## src/rtl/pru_cmd_arbiter.sv

```systemverilog
// -----------------------------------------------------------------------------
// pru_cmd_arbiter
//
// Purpose:
//   Feeds draw commands to the PRU preprocessor from two requesters. Each
//   command is 64 bits: two 32-bit preprocessor words. Arbitration is
//   round-robin, one whole command at a time. The granted command is
//   buffered and streamed as word0 then word1 over the pp_write/pp_ack
//   handshake. The next command is held off until the PRU pulses pru_done.
//
// Parameters:
//   TIMEOUT_CYCLES  WAIT_DONE watchdog limit in clk cycles. It only has an
//                   effect when PRU_ARB_TIMEOUT_EN is defined.
//   CNT_W           width of the completed-command counter.
//
// Optional feature (macro PRU_ARB_TIMEOUT_EN):
//   When the macro is defined, a watchdog counts cycles in WAIT_DONE. If
//   TIMEOUT_CYCLES pass without pru_done, the command is abandoned: there is
//   no done pulse, cmd_count does not change, and timeout_err is set and
//   stays set until rst. When the macro is not defined, WAIT_DONE waits
//   indefinitely and timeout_err is tied to 0.
//
// Ports:
//   clk, rst                   clock; synchronous active-high reset
//   req0_valid/req0_cmd        requester 0 command request
//   req0_grant/req0_done       1-cycle pulses: command latched / completed
//   req1_valid/req1_cmd        requester 1 command request
//   req1_grant/req1_done       1-cycle pulses: command latched / completed
//   pp_write/pp_data/pp_ack    word stream to the preprocessor
//   pru_done                   PRU completion pulse
//   busy                       high in any state other than IDLE
//   owner                      requester whose command is in flight
//   cmd_count                  completed commands, wraps at 2^CNT_W
//   timeout_err                sticky watchdog error
// -----------------------------------------------------------------------------
module pru_cmd_arbiter #(
    parameter int TIMEOUT_CYCLES = 1024,
    parameter int CNT_W          = 16
) (
    input  logic             clk,
    input  logic             rst,
    input  logic             req0_valid,
    input  logic [63:0]      req0_cmd,
    output logic             req0_grant,
    output logic             req0_done,
    input  logic             req1_valid,
    input  logic [63:0]      req1_cmd,
    output logic             req1_grant,
    output logic             req1_done,
    output logic             pp_write,
    output logic [31:0]      pp_data,
    input  logic             pp_ack,
    input  logic             pru_done,
    output logic             busy,
    output logic             owner,
    output logic [CNT_W-1:0] cmd_count,
    output logic             timeout_err
);

    typedef enum logic [1:0] {
        ST_IDLE      = 2'd0,
        ST_SEND0     = 2'd1,
        ST_SEND1     = 2'd2,
        ST_WAIT_DONE = 2'd3
    } state_t;

    state_t           r_state;
    state_t           w_state_next;
    logic [63:0]      r_cmd_buf;
    logic             r_owner;
    logic             r_rr_ptr;      // requester preferred on the next tie
    logic [CNT_W-1:0] r_cmd_count;

    logic w_any_valid;
    logic w_winner;
    logic w_latch;
    logic w_complete;
    logic w_wd_expire;

    assign w_any_valid = req0_valid | req1_valid;

    // When both requesters are valid, the round-robin pointer decides.
    // Otherwise the single valid requester wins. With no request pending
    // the value is unused.
    always_comb begin
        if (req0_valid && req1_valid) begin
            w_winner = r_rr_ptr;
        end else begin
            w_winner = req1_valid;
        end
    end

    // Grant and done are combinational. A grant is seen in the same cycle
    // that the command is captured, so word1 can be accepted 2 cycles after
    // the grant. Both pulses are masked during rst, so an abandoned command
    // never reports completion.
    always_comb begin
        w_state_next = r_state;
        w_latch      = 1'b0;
        w_complete   = 1'b0;
        req0_grant   = 1'b0;
        req1_grant   = 1'b0;
        req0_done    = 1'b0;
        req1_done    = 1'b0;
        pp_write     = 1'b0;
        pp_data      = 32'd0;
        case (r_state)
            ST_IDLE: begin
                if (w_any_valid && !rst) begin
                    w_latch      = 1'b1;
                    req0_grant   = ~w_winner;
                    req1_grant   = w_winner;
                    w_state_next = ST_SEND0;
                end
            end
            ST_SEND0: begin
                pp_write = 1'b1;
                pp_data  = r_cmd_buf[31:0];
                if (pp_ack) begin
                    w_state_next = ST_SEND1;
                end
            end
            ST_SEND1: begin
                pp_write = 1'b1;
                pp_data  = r_cmd_buf[63:32];
                if (pp_ack) begin
                    w_state_next = ST_WAIT_DONE;
                end
            end
            ST_WAIT_DONE: begin
                if (pru_done) begin
                    w_state_next = ST_IDLE;
                    w_complete   = 1'b1;
                    if (!rst) begin
                        req0_done = ~r_owner;
                        req1_done = r_owner;
                    end
                end else if (w_wd_expire) begin
                    w_state_next = ST_IDLE;
                end
            end
            default: begin
                w_state_next = ST_IDLE;
            end
        endcase
    end

    always_ff @(posedge clk) begin
        if (rst) begin
            r_state     <= ST_IDLE;
            r_cmd_buf   <= 64'd0;
            r_owner     <= 1'b0;
            r_rr_ptr    <= 1'b0;
            r_cmd_count <= '0;
        end else begin
            r_state <= w_state_next;
            if (w_latch) begin
                r_cmd_buf <= w_winner ? req1_cmd : req0_cmd;
                r_owner   <= w_winner;
                r_rr_ptr  <= ~w_winner;
            end
            if (w_complete) begin
                r_cmd_count <= r_cmd_count + CNT_W'(1);
            end
        end
    end

`ifdef PRU_ARB_TIMEOUT_EN
    localparam int WD_W = $clog2(TIMEOUT_CYCLES + 1);

    logic [WD_W-1:0] r_wd_cnt;
    logic            r_timeout_err;

    // The counter is held at zero outside WAIT_DONE, so it starts from zero
    // every time WAIT_DONE is entered. It expires on the last of
    // TIMEOUT_CYCLES waiting cycles.
    assign w_wd_expire = (r_state == ST_WAIT_DONE) && !pru_done &&
                         (r_wd_cnt == WD_W'(TIMEOUT_CYCLES - 1));

    always_ff @(posedge clk) begin
        if (rst) begin
            r_wd_cnt      <= '0;
            r_timeout_err <= 1'b0;
        end else begin
            if (r_state != ST_WAIT_DONE) begin
                r_wd_cnt <= '0;
            end else begin
                r_wd_cnt <= r_wd_cnt + WD_W'(1);
            end
            if (w_wd_expire) begin
                r_timeout_err <= 1'b1;
            end
        end
    end

    assign timeout_err = r_timeout_err;
`else
    logic [31:0] w_unused_timeout_cfg;

    assign w_unused_timeout_cfg = 32'(TIMEOUT_CYCLES);
    assign w_wd_expire          = 1'b0;
    assign timeout_err          = 1'b0;
`endif

    assign busy      = (r_state != ST_IDLE);
    assign owner     = r_owner;
    assign cmd_count = r_cmd_count;

endmodule

```

## config.mk

```make
export PLATFORM = sky130hd
export DESIGN_NAME = pru_cmd_arbiter
export DESIGN_NICKNAME = d
export VERILOG_FILES = /design/src/rtl/pru_cmd_arbiter.sv
export SDC_FILE = /design/constraint.sdc
export NUM_CORES = 1
export LEC_CHECK = 0
export ABC_AREA = 1
export BUFFER_PORTS_ARGS = -buffer_cell sky130_fd_sc_hd__buf_4
export CORE_MARGIN = 3
export CORE_UTILIZATION = 49
export DETAILED_ROUTE_END_ITERATION = 10
export PLACE_DENSITY = 0.88
export SLEW_MARGIN = 40
export SYNTH_ARGS = -nofsm -noshare
export SYNTH_HDL_FRONTEND = slang
export SYNTH_SLANG_ARGS = --single-unit
```

## constraint.sdc

```tcl
create_clock -name clk -period 1.64 [get_ports clk]
set_input_delay 0.164 -clock clk [delete_from_list [all_inputs] [get_ports clk]]
set_output_delay 0.164 -clock clk [all_outputs]
set_load 0.01 [all_outputs]
```

======== Yosys cells after proc, flatten, opt, wreduce, memory -nomap -nowiden ========
Cells that the tools add are included.
Widths: inputs -> output; s select.
storage, ports and cells
  flip-flop bits (word level) ............. 84
  input bits .............................. 134
  output and inout port bits .............. 56
  word-level logic and storage cells ...... 46
operators by class
  add/sub/neg operators ................... 1
  eq/ne operators ......................... 7
  multiplexer cells ....................... 23
  bitwise logic cells ..................... 3
  reductions and logical operators ........ 7
operators by type and width
  kind                   count
  $mux 64                1
  $pmux 32 s2            1
  $add 16x1->16 const B  1
  $mux 1                 16
  $mux 2                 4
  $ne 2x2->1 const B     4
  $pmux 2 s4             1
  $eq 2x2->1 const B     2
  $reduce_and 4->1       1
  $eq 2x1->1 const B     1
  $logic_and 1x1->1      2
  $logic_not 2->1        1
  $not 1->1              2
  $reduce_bool 2->1      1
  $reduce_or 2->1        1
  $logic_not 1->1        1
  $or 1x1->1             1

======== Depth between registers and ports, before layout ========
  depth in word-level cells ............... 5
  gate-level depth with buffers ........... 9
  depth with buffers taken out ............ 9

======== Least setup slack after synthesis ========
No wires, ideal clock.
  path kind ............................... register -> output
  from .................................... reg r_state[0]
  to ...................................... out pp_data[0]
  data arrival time ....................... 1300 ps
  required time ........................... 1476 ps
  setup slack ............................. 176 ps
  stages on the path, launching flop included .. 6
  path buffers ............................ 1
  cell sequence ........................... dfxtp_1 inv_1 ha_1 inv_1 buf_1 a21oi_1
between the ends
  word-level cells in the longest chain between the ends .. 2
  elaborated cells on any way between the ends .. 3
  classes of those cells .................. eq/ne (2); mux (1)
ends and longest elaborated chain
  item                                             RTL line  text
  start, declared                                  67        state_t r_state;
  start signal, assigned                           156       r_state <= w_state_next;
  $eq 2x2->1 / $eq 2x1->1 (equally long branches)  107       case (r_state)
  $pmux 32 s2 (*)                                  107
  end, declared                                    51        output logic [31:0] pp_data,
Mark *: on every way between the ends. The rest lies on a longest branch, timed or not.

======== Final worst setup path ========
  from .................................... reg r_state[0]
  to ...................................... out pp_data[1]
Same word-level chain as after synthesis.

==> results.json <==
{
  "multi_input_area_sq_mm": 0.00261,
  "fill_cells": 667,
  "yosysWarnings": 0,
  "synth_most_common_cell": "nand2_1",
  "hold_path.class": "input port to flop",
  "met2_length_mm": 7.49,
  "design.die.area_sq_mm": 0.0107,
  "die_x_um": 103,
  "r2r_cells": 7,
  "wl_mm": 15.6,
  "first_iter_violations": 446,
  "rsz0062_at_grt": "true",
  "fin_ws_ns": -0.137,
  "io_pins": 190,
  "cts_buffer_depth": 2,
  "cap_violations": 0,
  "cts.clk_slew.worst_paths_ns": 0.08,
  "grt_max_degree": 76,
  "highest_layer": "met4",
  "r2r_slack_ns": 0.04,
  "violations": "setup timing",
  "area.growth.synth_to_final_pct": 49.6,
  "power.leakage_nw": 3.17,
  "yosysUniqueCellTypes": 28,
  "overflow": 0,
  "critical_path_arrival_ns": 1.61,
  "ys_seq_area_frac": 0.362,
  "vias_per_cell": 5.18,
  "yosys_most_used_dff": "dfxtp_1",
  "syn_area_per_cell_sq_um": 6.17,
  "row_count": 34,
  "power_density_mw_per_mm2": 1200,
  "yosysTopAreaCellShare": 0.362,
  "clockRootBuffer": "clkbuf_8",
  "dpl_worst_slack_ns": -0.0240,
  "status": "complete, but fails checks",
  "rr_endpoint": "r_cmd_buf[55]",
  "startpoint_type": "flop",
  "synth_cells": 752,
  "ant_nets": 0,
  "grt_use_total": 0.274,
  "layout-drive-gt1-share": 0.323,
  "max_clock_freq_mhz": 563,
  "grt_pass1_wl_mm": 22.8,
  "fin_skew_ns": 0.00816,
  "gp_congestion": 0.882,
  "r2r_start": "r_state[0]",
  "worstHoldPathCells": 4,
  "cts_tree": "done",
  "ctsHtreeMaxLevel": 3,
  "synth_top_area_cell": "dfxtp_1",
  "avgRoutedWirePerCell_um": 14.7,
  "initial_utilization": 0.517,
  "cts.sinks": 84,
  "route.met3.wl_mm": 1.44,
  "worstHoldStart": "rst",
  "worstPathRequired_ns": 1.48,
  "final_max_slew_viol_count": 0,
  "first_global_vias": 4730,
  "min_to": "cmd_count[12]",
  "path_max_fanout": 16,
  "die_h_um": 103,
  "yosys-top-cells-area": "dfxtp_1, nand2_1, a21oi_1",
  "setup_viol": 33,
  "yosys-top-cells-count": "nand2_1, a21oi_1, dfxtp_1, inv_1, o21ai_0",
  "syn_area_sq_mm": 0.00464,
  "clk_latency_ns": 0.34,
  "cts_hold_buf": 0,
  "antenna_cells": 0,
  "vias": 5513,
  "final_core_util": 0.774,
  "antenna_found_initial": 0,
  "crit_type": "flop to primary output",
  "register_area_sq_mm": 0.00169,
  "fin_nets": 1073,
  "core_sq_mm": 0.00898,
  "dp_hpwl_mm": 9.82,
  "route.detailed.drc": 0,
  "peakVddDrop_v": 0.000787,
  "cts_buffers": 9,
  "crit_path_end_kind": "primary output",
  "wl_met1_mm": 6.20,
  "min_period_over_period": 1.08,
  "finalCriticalPeriod_ns": 1.78,
  "syn-num-nets": 892,
  "synth-seq-cells": 84,
  "drtPass1Iterations": 5,
  "hold_viol": 0,
  "synth_edf_count": 0,
  "portBuffers": 188,
  "async_flop_share": 0
}
[metal layers]
layer  vias to the layer above  GRT usage
li1                       2704          -
met1                      2475      0.350
met2                       293      0.458
met3                        41     0.0570
met4                         0     0.0966
met5                         -          0
[per-stage QoR]
| step | cells | setup TNS, ns | hold slack (ns) | area (sq um) | power, mW |
|---|---|---|---|---|---|
| final | 1064 | -2.71 | 0.135 | 6950 | 8.35 |
| after global routing | 1064 | -4.80 | 0.148 | 6950 | 8.73 |
| after CTS | 1056 | -1.90 | 0.127 | 6720 | 7.85 |
| after detailed placement | 1030 | -0.0436 | 0.456 | 6100 | 5.01 |
| after global placement | 1030 | 0 | 0.454 | 6100 | 4.97 |
| after floorplan | 752 | 0 | 0.394 | 4640 | 4.07 |
[worst max path at each step]
stage                          to  cells after the start        from  slack, ns
floorplan              pp_data[0]                      5  r_state[0]       0.18
finish                 pp_data[1]                      6  r_state[0]      -0.14
detailed placement  r_cmd_buf[24]                      7  r_state[0]      -0.02
global route           pp_data[1]                      6  r_state[0]      -0.19
global placement       r_state[0]                      9  r_state[1]       0.04
CTS                   pp_data[22]                      6  r_state[0]      -0.12
[area by class of cell]
| type | count | area share |
|---|---|---|
| clock buffer | 12 | 0.0209 |
| clock inverter | 4 | 0.0104 |
| inverter | 86 | 0.0486 |
| multi-input combinational | 533 | 0.376 |
| sequential | 84 | 0.243 |
| tap | 126 | 0.0227 |
| timing repair buffer | 219 | 0.278 |
[where the power goes]
part | switching (mW) | internal, mW | total (mW) | leakage (nW)
Clock | 0.739 | 0.900 | 1.64 | 0.107
Combinational | 2.29 | 1.93 | 4.23 | 2.38
Sequential | 0.175 | 2.31 | 2.49 | 0.685
[worst max-delay path, cell delays in order, from the launching register on]
cell     delay [ns]
dfxtp_4        0.38
buf_12         0.10
ha_4           0.21
buf_16         0.18
nand2_2        0.09
a21oi_2        0.17
buf_4          0.15
[registers in the layout, summed over array words and instances, names as in the netlist]
register   cells
r_cmd_buf     64
cmd_count     16
r_state        2
owner          1
r_rr_ptr       1
[what timing repair did]
item                       CTS  global route
pin swaps                    1             4
cloned                       6             4
setup endpoints to repair   46            68
gates resized for setup     60            28
buffers inserted             4             4
[cell usage in the layout (no fill, tap or decap), types with 2 or more instances in the layout]
cell       synthesis  routed
inv_1             84      80
nor2_1            37      34
nor2_4             1       3
dfxtp_4            0       2
inv_2              1       2
bufinv_16          0       2
buf_12             0       7
inv_4              1       3
nor2_2             1       2
dfxtp_1           84      82
a31oi_1            2       2
nor3_1             4       3
clkbuf_16          0       4
nand2_1          288     271
nand3_1            8       8
buf_16             0       6
o21ai_1           23      23
a21oi_1          104      72
a21oi_2            0      30
buf_4             13     199
nand4_1            3       3
nand2_4            0       2
ha_4               0       4
clkbuf_8           0      10
o21ai_0           47      47
nand2_2            1      16
clkbuf_1          20       2
buf_6              7       3
xor2_1             2       2
a21oi_4            0       2
ha_1               6       2
[cells by family after synthesis]
family | after synthesis | synth area share
compound gates | 180 | 0.197
buf+inv | 135 | 0.133
flops | 84 | 0.362
fa+ha+maj | 6 | 0.0162
xor+xnor | 2 | 0.00377
other cells | 1 | 0.000808
simple gates | 344 | 0.287
Power figures use the tool's default switching activity.
